File: src/rtl/maxpool2x2_stream.sv
// -----------------------------------------------------------------------------
// maxpool2x2_stream
//
// Streaming 2x2 / stride-2 max-pool stage. Consumes a DIM x DIM map of unsigned
// DW-bit samples in raster order and emits the (DIM/2) x (DIM/2) pooled map in
// raster order. Only a half-row line buffer is kept, never the full input map.
//
// Ports:
//   clk        rising-edge system clock
//   rst        asynchronous reset, active low
//   start      one-cycle pulse, arms one frame when idle (ignored otherwise)
//   in_valid   upstream sample valid
//   in_data    input sample, raster order
//   in_ready   sample accepted when in_valid && in_ready
//   out_valid  pooled sample valid (single-entry output register)
//   out_data   pooled maximum, stable while stalled
//   out_ready  downstream accepts out_data
//   busy       high from frame arm until the done cycle ends
//   done       one-cycle pulse after the final pooled sample is accepted
// -----------------------------------------------------------------------------
module maxpool2x2_stream #(
    parameter int DIM = 26,
    parameter int DW  = 20
) (
    input  logic          clk,
    input  logic          rst,
    input  logic          start,
    input  logic          in_valid,
    input  logic [DW-1:0] in_data,
    output logic          in_ready,
    output logic          out_valid,
    output logic [DW-1:0] out_data,
    input  logic          out_ready,
    output logic          busy,
    output logic          done
);

    localparam int HALF = DIM / 2;
    localparam int CW   = (DIM > 1) ? $clog2(DIM) : 1;
    localparam int LW   = (HALF > 1) ? $clog2(HALF) : 1;
    localparam logic [CW-1:0] LAST_IDX = CW'(DIM - 1);

    localparam logic [1:0] ST_IDLE  = 2'd0;
    localparam logic [1:0] ST_RUN   = 2'd1;
    localparam logic [1:0] ST_DRAIN = 2'd2;
    localparam logic [1:0] ST_DONE  = 2'd3;

    // Unsigned maximum; ties return either operand, which carry the same value.
    function automatic logic [DW-1:0] umax(input logic [DW-1:0] a, input logic [DW-1:0] b);
        return (a >= b) ? a : b;
    endfunction

    logic [1:0]    state_q, state_d;
    logic [CW-1:0] col_q, col_d;
    logic [CW-1:0] row_q, row_d;
    logic [DW-1:0] hold_q, hold_d;
    logic          out_valid_q, out_valid_d;
    logic [DW-1:0] out_data_q, out_data_d;
    logic          busy_q, busy_d;
    logic          done_q, done_d;

    logic [DW-1:0] linebuf_q [HALF];

    logic          accept_s;
    logic          out_hs_s;
    logic [LW-1:0] lb_idx_s;
    logic [DW-1:0] lb_rd_s;
    logic [DW-1:0] hmax_s;
    logic [DW-1:0] vmax_s;
    logic          lb_we_s;

    // in_ready depends only on registered state and out_ready, so it can never
    // form a combinational loop with the upstream valid.
    assign in_ready  = (state_q == ST_RUN) && (!out_valid_q || out_ready);
    assign accept_s  = in_valid && in_ready;
    assign out_hs_s  = out_valid_q && out_ready;

    // Line buffer slot is shared by each horizontal pair of columns.
    assign lb_idx_s  = LW'(col_q >> 1);
    assign lb_rd_s   = linebuf_q[lb_idx_s];
    assign hmax_s    = umax(hold_q, in_data);
    assign vmax_s    = umax(lb_rd_s, hmax_s);

    assign out_valid = out_valid_q;
    assign out_data  = out_data_q;
    assign busy      = busy_q;
    assign done      = done_q;

    // Next-state, counter, pairing and output-register logic.
    always_comb begin
        state_d     = state_q;
        col_d       = col_q;
        row_d       = row_q;
        hold_d      = hold_q;
        out_valid_d = out_valid_q;
        out_data_d  = out_data_q;
        busy_d      = busy_q;
        done_d      = 1'b0;
        lb_we_s     = 1'b0;

        // A completed handshake empties the output register; a result loaded
        // later in this block overrides the clear.
        if (out_hs_s) begin
            out_valid_d = 1'b0;
        end else begin
            out_valid_d = out_valid_q;
        end

        case (state_q)
            ST_IDLE: begin
                if (start) begin
                    state_d = ST_RUN;
                    col_d   = {CW{1'b0}};
                    row_d   = {CW{1'b0}};
                    hold_d  = {DW{1'b0}};
                    busy_d  = 1'b1;
                end else begin
                    state_d = ST_IDLE;
                end
            end

            ST_RUN: begin
                if (accept_s) begin
                    if (!col_q[0]) begin
                        hold_d = in_data;
                    end else if (!row_q[0]) begin
                        lb_we_s = 1'b1;
                    end else begin
                        // Bottom-right pixel of a 2x2 window completes a result.
                        out_data_d  = vmax_s;
                        out_valid_d = 1'b1;
                    end

                    if (col_q == LAST_IDX) begin
                        col_d = {CW{1'b0}};
                        if (row_q == LAST_IDX) begin
                            state_d = ST_DRAIN;
                        end else begin
                            row_d = row_q + CW'(1);
                        end
                    end else begin
                        col_d = col_q + CW'(1);
                    end
                end else begin
                    state_d = ST_RUN;
                end
            end

            ST_DRAIN: begin
                if (out_hs_s) begin
                    state_d = ST_DONE;
                    done_d  = 1'b1;
                end else begin
                    state_d = ST_DRAIN;
                end
            end

            ST_DONE: begin
                state_d = ST_IDLE;
                busy_d  = 1'b0;
            end

            default: begin
                state_d = ST_IDLE;
                busy_d  = 1'b0;
            end
        endcase
    end

    // Control and datapath registers with asynchronous reset.
    always_ff @(posedge clk or negedge rst) begin
        if (!rst) begin
            state_q     <= ST_IDLE;
            col_q       <= {CW{1'b0}};
            row_q       <= {CW{1'b0}};
            hold_q      <= {DW{1'b0}};
            out_valid_q <= 1'b0;
            out_data_q  <= {DW{1'b0}};
            busy_q      <= 1'b0;
            done_q      <= 1'b0;
        end else begin
            state_q     <= state_d;
            col_q       <= col_d;
            row_q       <= row_d;
            hold_q      <= hold_d;
            out_valid_q <= out_valid_d;
            out_data_q  <= out_data_d;
            busy_q      <= busy_d;
            done_q      <= done_d;
        end
    end

    // Half-row line buffer; contents are don't-care after reset.
    always_ff @(posedge clk) begin
        if (lb_we_s) begin
            linebuf_q[lb_idx_s] <= hmax_s;
        end
    end

endmodule

File: config.mk
export PLATFORM = sky130hd
export DESIGN_NAME = maxpool2x2_stream
export DESIGN_NICKNAME = d
export VERILOG_FILES = /design/src/rtl/maxpool2x2_stream.sv
export SDC_FILE = /design/constraint.sdc
export NUM_CORES = 1
export LEC_CHECK = 0
export CORE_UTILIZATION = 35
export CTS_CLUSTER_SIZE = 8
export DETAILED_ROUTE_END_ITERATION = 7
export PLACE_DENSITY = 0.51
export RECOVER_POWER = 100
export SLEW_MARGIN = 10
export SYNTH_ARGS = -nofsm -noshare
export SYNTH_HDL_FRONTEND = slang
export SYNTH_SLANG_ARGS = --single-unit
File: constraint.sdc
create_clock -name clk -period 4.6 [get_ports clk]
set_input_delay 0.92 -clock clk [delete_from_list [all_inputs] [get_ports clk]]
set_output_delay 0.92 -clock clk [all_outputs]
set_load 0.02 [all_outputs]
==> metrics.md, run 1 <==
| Metric | Value |
|---|---|
| Post-synth EDFFs | 260 |
| # DRC | 0 |
| Worst-path fanout max | 19 |
| Synth top area share | 57.5% |
| Area contributors post-synth | edfxtp_1 (57%), dfrtp_1 (10%), mux4_2 (9.9%), ha_1 (4.1%), nand2_1 (2.3%) |
| Critical path's slowest cell | clkdlybuf4s50_1 |
| Finished Layout Cells | 1521 |
| IO Port Bufs | 48 |
| Worst slack at placement | -0.190 ns |
| Gate power share | 34.3% |
| DRT Wirelength | 32.8 mm |
| Final Max Tran Viols | 140 |
| Die Area | 39600 um^2 |
| Setup TNS | 0 ns |
| Net switching power figure | 3560 uW |
| Most numerous cell in the Yosys netlist | edfxtp_1 |
| Hold WC Path Type | reg -> reg |
| Root buffer cell | clkbuf_16 |
| Drt wl/cell | 21.6 um |
| Largest net degree at the start of global routing | 41 |
| Final worst-path setup slack | 0.331 ns |
| DRT Pass-1 Iters | 8 |
| Pwr dens | 655 nW/um^2 |
| Cell mode on critical path | ha_1 |
| Status | finished with violations |
| Crit path cell chain | clkdlybuf4s50_1, inv_1, ha_1, nand4_1, o31a_1, o311ai_4, buf_4, mux2i_1, ha_1, a2111oi_0, nor4_1, o21ai_0, nand3_2, buf_12, o221ai_1 |
| Cell Int Power | 7150 uW |
| Tmin final | 4.27 ns |
| Crit path required time | 5.05 ns |
| Nets@finish | 1060 |
| Die width | 199 um |
| Setup violations, final | 0 |
| Met1 Track Usage GR | 23.9% |
| Max-cap violations | 5 |
| Skew-Pair Late Insertion Delay | 0.54 ns |
| Core footprint | 37900 um^2 |
| CP peak stage delay | 0.48 ns |
| GRT met3 Usage | 3.10% |
| CTS tree | built |
| Share of cells above drive strength 1 | 20.2% |
| CP delay by family, top | compound AO/OA/AOI/OAI gates |
| CTS Buffer Depth | 3 |
| Boundary Pins | 49 |
| Post-CTS sizing | 0 |
| DR vias | 7759 |
| Initial DRC Count | 477 |
| Syn_nets | 915 |
| Failing checks | max-capacitance violations, max-slew violations |
| Worst slew margin | -37.8% |
| Top post-synthesis cells by count | edfxtp_1 (260), nand2_1 (83), inv_1 (61), mux4_2 (60), dfrtp_1 (55) |
| Startpoint types | input pin |
| TritonCTS buffer count | 45 |
| Synthesized area | 13600 um^2 |
| Reg power frac | 37.5% |
| Multi-input logic area | 3920 um^2 |
| Via/cell ratio | 5.10 |
| Clock sink total | 315 |
| #FFs+latches synth | 315 |
| Kind of critical path | in -> reg |
| GRT overflow | 0 |
| Row cnt | 71 |
| First-pass GRT wire length | 49.9 mm |
| GP Congestion | 0.798 |
| Final ANT Viol Nets | 0 |
| Worst vdd ir | 0.273 mV |
| Fmax | 234 MHz |
| Synth Instances | 846 |
| Hold-fix buffers, CTS | 0 |
| Most used flip-flop cell after synthesis | edfxtp_1 |
| Layout Area Growth over Synthesis | 20.5% |
| Unrepaired setup endpoints after global routing | no |
| Fill cell instance count of the final layout | 3452 |
| Sequential cell area | 9190 um^2 |
| Avg Cell Area, Syn | 16.1 um^2 |
| Top Usage Layer GRT | met2 |
| Post-synthesis sequential area ratio | 67.6% |
| Total Routing Usage GR | 17.3% |
| Buffers & Inverters on Critical Path | 4 |
| Met2 Resource Use GR | 27.6% |
| Starting density of the core | 35.8% |
| Arrival time at the worst endpoint | 4.72 ns |
| Hold Fails Final Rpt | 0 |
| Clock Skews | 0.0291 ns |
| Nature of the critical path endpoint | register |
| Antenna diodes | 0 |
| Initial antenna violation count | 0 |
| Final Cycle Share | 92.8% |
| Clock H-tree levels | 2 |
| Final Util | 43.2% |
| Placed insts | 1455 |
| Sw frac | 33.3% |
| Die height | 199 um |
| Cell taking the most area after synthesis | edfxtp_1 |
| Slew @ Worst Pin | 2.07 ns |
| Ys async rst share | 17.5% |
| Post-CTS setup buffers | 0 |
| Post-DP HPWL | 21.2 mm |
| Vias in the first global route | 7942 |
| Clock power frac | 28.2% |
| Leak | 0.00594 uW |
| Clock transition at path regs | 0.05 ns |
| Yosys warns | 0 |
| Yosys cell types | 56 |
==> path summary, 6_finish.rpt <==
path / start / endpoint / slack, ns / cells past startpoint
worst max-delay path: in_data[7] / out_data[8] / 0.33 / 15
worst min-delay path: out_data[6] / out_data[6] / 0.49 / 2
worst max register to register: col_q[1] / out_data[8] / 0.82 / 13
worst min register to register: out_data[6] / out_data[6] / 0.49 / 2
max in group asynchronous: rst / out_data[3] / 1.44 / 2
min in group asynchronous: rst / col_q[4] / 0.62 / 1
==> worst min-delay path, stage by stage (launching register included) <==
cell and delay (ns):
dfrtp_1 0.34, nand2_1 0.05, o221ai_1 0.06
==> per-stage QoR <==
step / total power, uW / hold slack (ns) / cell area (um^2)
finish: 10700 / 0.494 / 16400
global route: 11300 / 0.506 / 16400
CTS: 11000 / 0.337 / 16600
detailed placement: 7940 / 0.491 / 15300
global placement: 7920 / 0.479 / 15300
floorplan: 6480 / 0.466 / 13600
==> final cells by class <==
cell class | instances | share of cell area, %
well taps | 511 | 3.91
repair buffers | 140 | 6.79
inverters | 61 | 1.40
clock inverters | 2 | 0.237
clock buffers | 64 | 7.57
multi-input cells | 428 | 24.0
flip-flops and latches | 315 | 56.1
==> registers in the layout (all words and copies together) (netlist names), named ones only <==
| name | cells |
|---|---|
| busy | 1 |
| state_q | 1 |
| out_valid | 1 |
| row_q | 5 |
| done | 1 |
| out_data | 20 |
| hold_q | 20 |
| col_q | 5 |
| linebuf_q | 260 |
==> cells by family after synthesis <==
logic type,Yosys count,share of synthesized area (%)
flops,315,67.6
simple gates,169,5.93
compound gates,129,7.05
buf+inv,103,3.19
mux,83,12.0
fa+ha+maj,44,4.05
xor+xnor,3,0.193
==> placed cells by master, fill, tap and decap left out, drive strengths merged, types with 5 or more instances in the layout <==
master,synthesis,layout
a31o,18,18
clkdlybuf4s50,0,21
ha,44,44
inv,61,62
nand2b,26,26
nand2,83,83
nor2,24,24
nand4,6,6
mux2i,22,22
dlygate4sd3,0,26
dfrtp,55,55
o21ai,13,13
o21a,5,5
edfxtp,260,260
nand3,8,8
o22ai,20,20
mux4,60,60
and3,5,5
o221ai,20,20
a21oi,19,19
o31ai,22,22
clkbuf,27,104
buf,15,53
==> routing by layer <==
metal | vias up | routed length [um]
li1 | 3564 | -
met1 | 3967 | 14900
met2 | 181 | 15600
met3 | 47 | 1650
met4 | 0 | 694
met5 | - | 0
==> power groups by stage <==
| stage | Sequential (uW) | Combinational [uW] | Clock (uW) |
|---|---|---|---|
| after global placement | 4080 | 3840 | 0 |
| after floorplan | 3960 | 2510 | 0 |
| after detailed placement | 4080 | 3860 | 0 |
| after global routing | 4060 | 4080 | 3210 |
| after CTS | 4040 | 3870 | 3110 |
| final | 4020 | 3670 | 3030 |
No activity file was read; power rests on OpenSTA's default activity.
==> inputs of run 2 (changes only) <==
--- a/config.mk
+++ b/config.mk
@@ -5,11 +5,14 @@
 export SDC_FILE = /design/constraint.sdc
 export NUM_CORES = 1
 export LEC_CHECK = 0
+export CORE_MARGIN = 2
 export CORE_UTILIZATION = 35
 export CTS_CLUSTER_SIZE = 8
 export DETAILED_ROUTE_END_ITERATION = 7
+export HOLD_SLACK_MARGIN = 0.12
 export PLACE_DENSITY = 0.51
 export RECOVER_POWER = 100
+export SKIP_CTS_REPAIR_TIMING = 1
 export SLEW_MARGIN = 10
 export SYNTH_ARGS = -nofsm -noshare
 export SYNTH_HDL_FRONTEND = slang
==> run 2 against run 1 <==
Effect of this change:
- the run still ends with max-capacitance violations, max-slew violations left
- worst hold slack worse by 0.010 ns
- utilization down 0.40 points
- design area up 0.47%
- sequential power about the same
- routed wire length down 0.69%
- sequential share of layout area down 0.26 points
- global-route usage down 0.79 points
- first-iteration DRC count up 6.3%
- critical endpoint is now out_data[14]
- highest routed layer unchanged
==> metrics.md, run 2 (synthesized netlist as in run 1, its figures left out) <==
| Metric | Value |
|---|---|
| Die width | 201 um |
| Root buffer cell | clkbuf_16 |
| Antenna diodes | 0 |
| # DRC | 0 |
| Hold WC Path Type | reg -> reg |
| Critical path's slowest cell | a2111oi_1 |
| Status | finished with violations |
| Fmax | 227 MHz |
| GRT overflow | 0 |
| Row cnt | 72 |
| Starting density of the core | 35.3% |
| Startpoint types | input pin |
| Gate power share | 34.7% |
| CP peak stage delay | 0.53 ns |
| Setup TNS | 0 ns |
| Clock transition at path regs | 0.05 ns |
| Initial antenna violation count | 0 |
| IO Port Bufs | 48 |
| Net switching power figure | 3560 uW |
| Most frequent cells in the layout | edfxtp_1 (260), nand2_1 (83), inv_1 (61), mux4_2 (60), dfrtp_1 (53) |
| Layout Area Growth over Synthesis | 21.1% |
| Pwr dens | 654 nW/um^2 |
| Unrepaired setup endpoints after global routing | no |
| Hold Slack | 0.484 ns |
| Arrival time at the worst endpoint | 4.81 ns |
| Total Routing Usage GR | 16.5% |
| Failing checks | max-capacitance violations, max-slew violations |
| Kind of critical path | in -> reg |
| Worst vdd ir | 0.297 mV |
| Worst-path fanout max | 12 |
| Nets@finish | 1069 |
| Skew-Pair Late Insertion Delay | 0.54 ns |
| Max reg flops | 260 |
| Leak | 0.00599 uW |
| Clock Skews | 0.0167 ns |
| Via/cell ratio | 5.11 |
| Post-DP HPWL | 21.0 mm |
| Top reg by flops | linebuf_q |
| Drt wl/cell | 21.2 um |
| Reg power frac | 37.2% |
| Clock sink total | 315 |
| Final ANT Viol Nets | 0 |
| CTS Buffer Depth | 3 |
| First-pass GRT wire length | 50.2 mm |
| Largest net degree at the start of global routing | 41 |
| Sw frac | 33.1% |
| Crit path required time | 5.00 ns |
| DR vias | 7856 |
| Vias in the first global route | 8170 |
| CTS tree | built |
| Share of cells above drive strength 1 | 20.4% |
| Pwr Total | 10800 uW |
| Clock power frac | 28.1% |
| Setup violations, final | 0 |
| Cell Int Power | 7190 uW |
| DRT Pass-1 Iters | 7 |
| Hold Fails Final Rpt | 0 |
| Crit path cell chain | clkdlybuf4s50_1, inv_1, ha_1, nand4_1, o31a_1, o311ai_4, mux2_1, ha_1, nand2b_1, a2111oi_1, nor4_1, o21a_1, o21ai_2, buf_4, o221ai_1 |
| Commonest non-fill, non-tap cell in the layout | edfxtp_1 |
| Boundary Pins | 49 |
| TritonCTS buffer count | 45 |
| Worst slew margin | -39.9% |
| Die Area | 40400 um^2 |
| Die height | 201 um |
| Core footprint | 38500 um^2 |
| Slew @ Worst Pin | 2.10 ns |
| Max-cap violations | 6 |
| Final Cycle Share | 95.8% |
| Clock H-tree levels | 2 |
| Nature of the critical path endpoint | register |
| GP Congestion | 0.757 |
| Fill cell instance count of the final layout | 3492 |
| Tmin final | 4.41 ns |
| Cell mode on critical path | ha_1 |
| DRT Wirelength | 32.6 mm |
| Final Max Tran Viols | 159 |
| Initial DRC Count | 507 |
## run 2: final timing paths
| path | from | endpoint | slack (ns) | cells after the start |
|---|---|---|---|---|
| worst max register to register | state_q[0] | linebuf_q[8][2] | 0.68 | 8 |
| max in group asynchronous | rst | hold_q[7] | 1.54 | 2 |
| min in group asynchronous | rst | asynchronous set/reset pin | 0.99 | 1 |
| worst min register to register | out_data[2] | out_data[2] | 0.48 | 2 |
| worst max-delay path | in_data[6] | out_data[14] | 0.19 | 15 |
| worst min-delay path | out_data[2] | out_data[2] | 0.48 | 2 |
## run 2: metal layers
metal  wire (um)  GRT usage [%]  vias up
li1            -              -     3584
met1       15600           23.5     4063
met2       15000           26.2      166
met3        1510           2.91       43
met4         508           4.15        0
met5           0              0        -
## run 2: layout make-up
class                           count  area [um^2]  area share, %
Clock buffer                       63         1240           7.52
Clock inverter                      2         38.8          0.236
Inverter                           61          229           1.39
Multi-Input combinational cell    428         3930           23.9
Sequential cell                   315         9190           55.9
Tap cell                          518          648           3.94
Timing Repair Buffer              149         1180           7.17
## run 2: metrics by stage
step	instance area [um^2]	setup WS [ns]	instances	util [%]
floorplan	13600	0.308	846	-
global placement	15400	-0.361	1471	40.1
detailed placement	15400	-0.476	1471	40.1
CTS	16700	0.0824	1536	43.4
global route	16400	0.0335	1536	42.8
finish	16400	0.191	1536	42.8
## run 2: critical path: cells and delay by family
kind / cells / cell delay [ns]
buffers and inverters: 3 / 0.78
AO/OA/AOI/OAI: 6 / 1.72
adder cells (fa/ha/maj): 2 / 0.60
AND/OR/NAND/NOR: 3 / 0.40
multiplexers: 1 / 0.39
## run 2: power by group through the flow
stage	Clock [uW]	Combinational [uW]	Sequential, uW
floorplan	0	2510	3960
global placement	0	3900	4070
detailed placement	0	3920	4070
CTS	3100	3940	4020
global route	3220	4160	4050
finish	3020	3730	4000
==> inputs of run 3 (changes only) <==
--- a/config.mk
+++ b/config.mk
@@ -13,7 +13,7 @@
 export PLACE_DENSITY = 0.51
 export RECOVER_POWER = 100
 export SKIP_CTS_REPAIR_TIMING = 1
-export SLEW_MARGIN = 10
+export SLEW_MARGIN = 0
 export SYNTH_ARGS = -nofsm -noshare
 export SYNTH_HDL_FRONTEND = slang
 export SYNTH_SLANG_ARGS = --single-unit
==> results of run 3 <==
The final DEF is identical to that of run 2; final timing and power are the same.
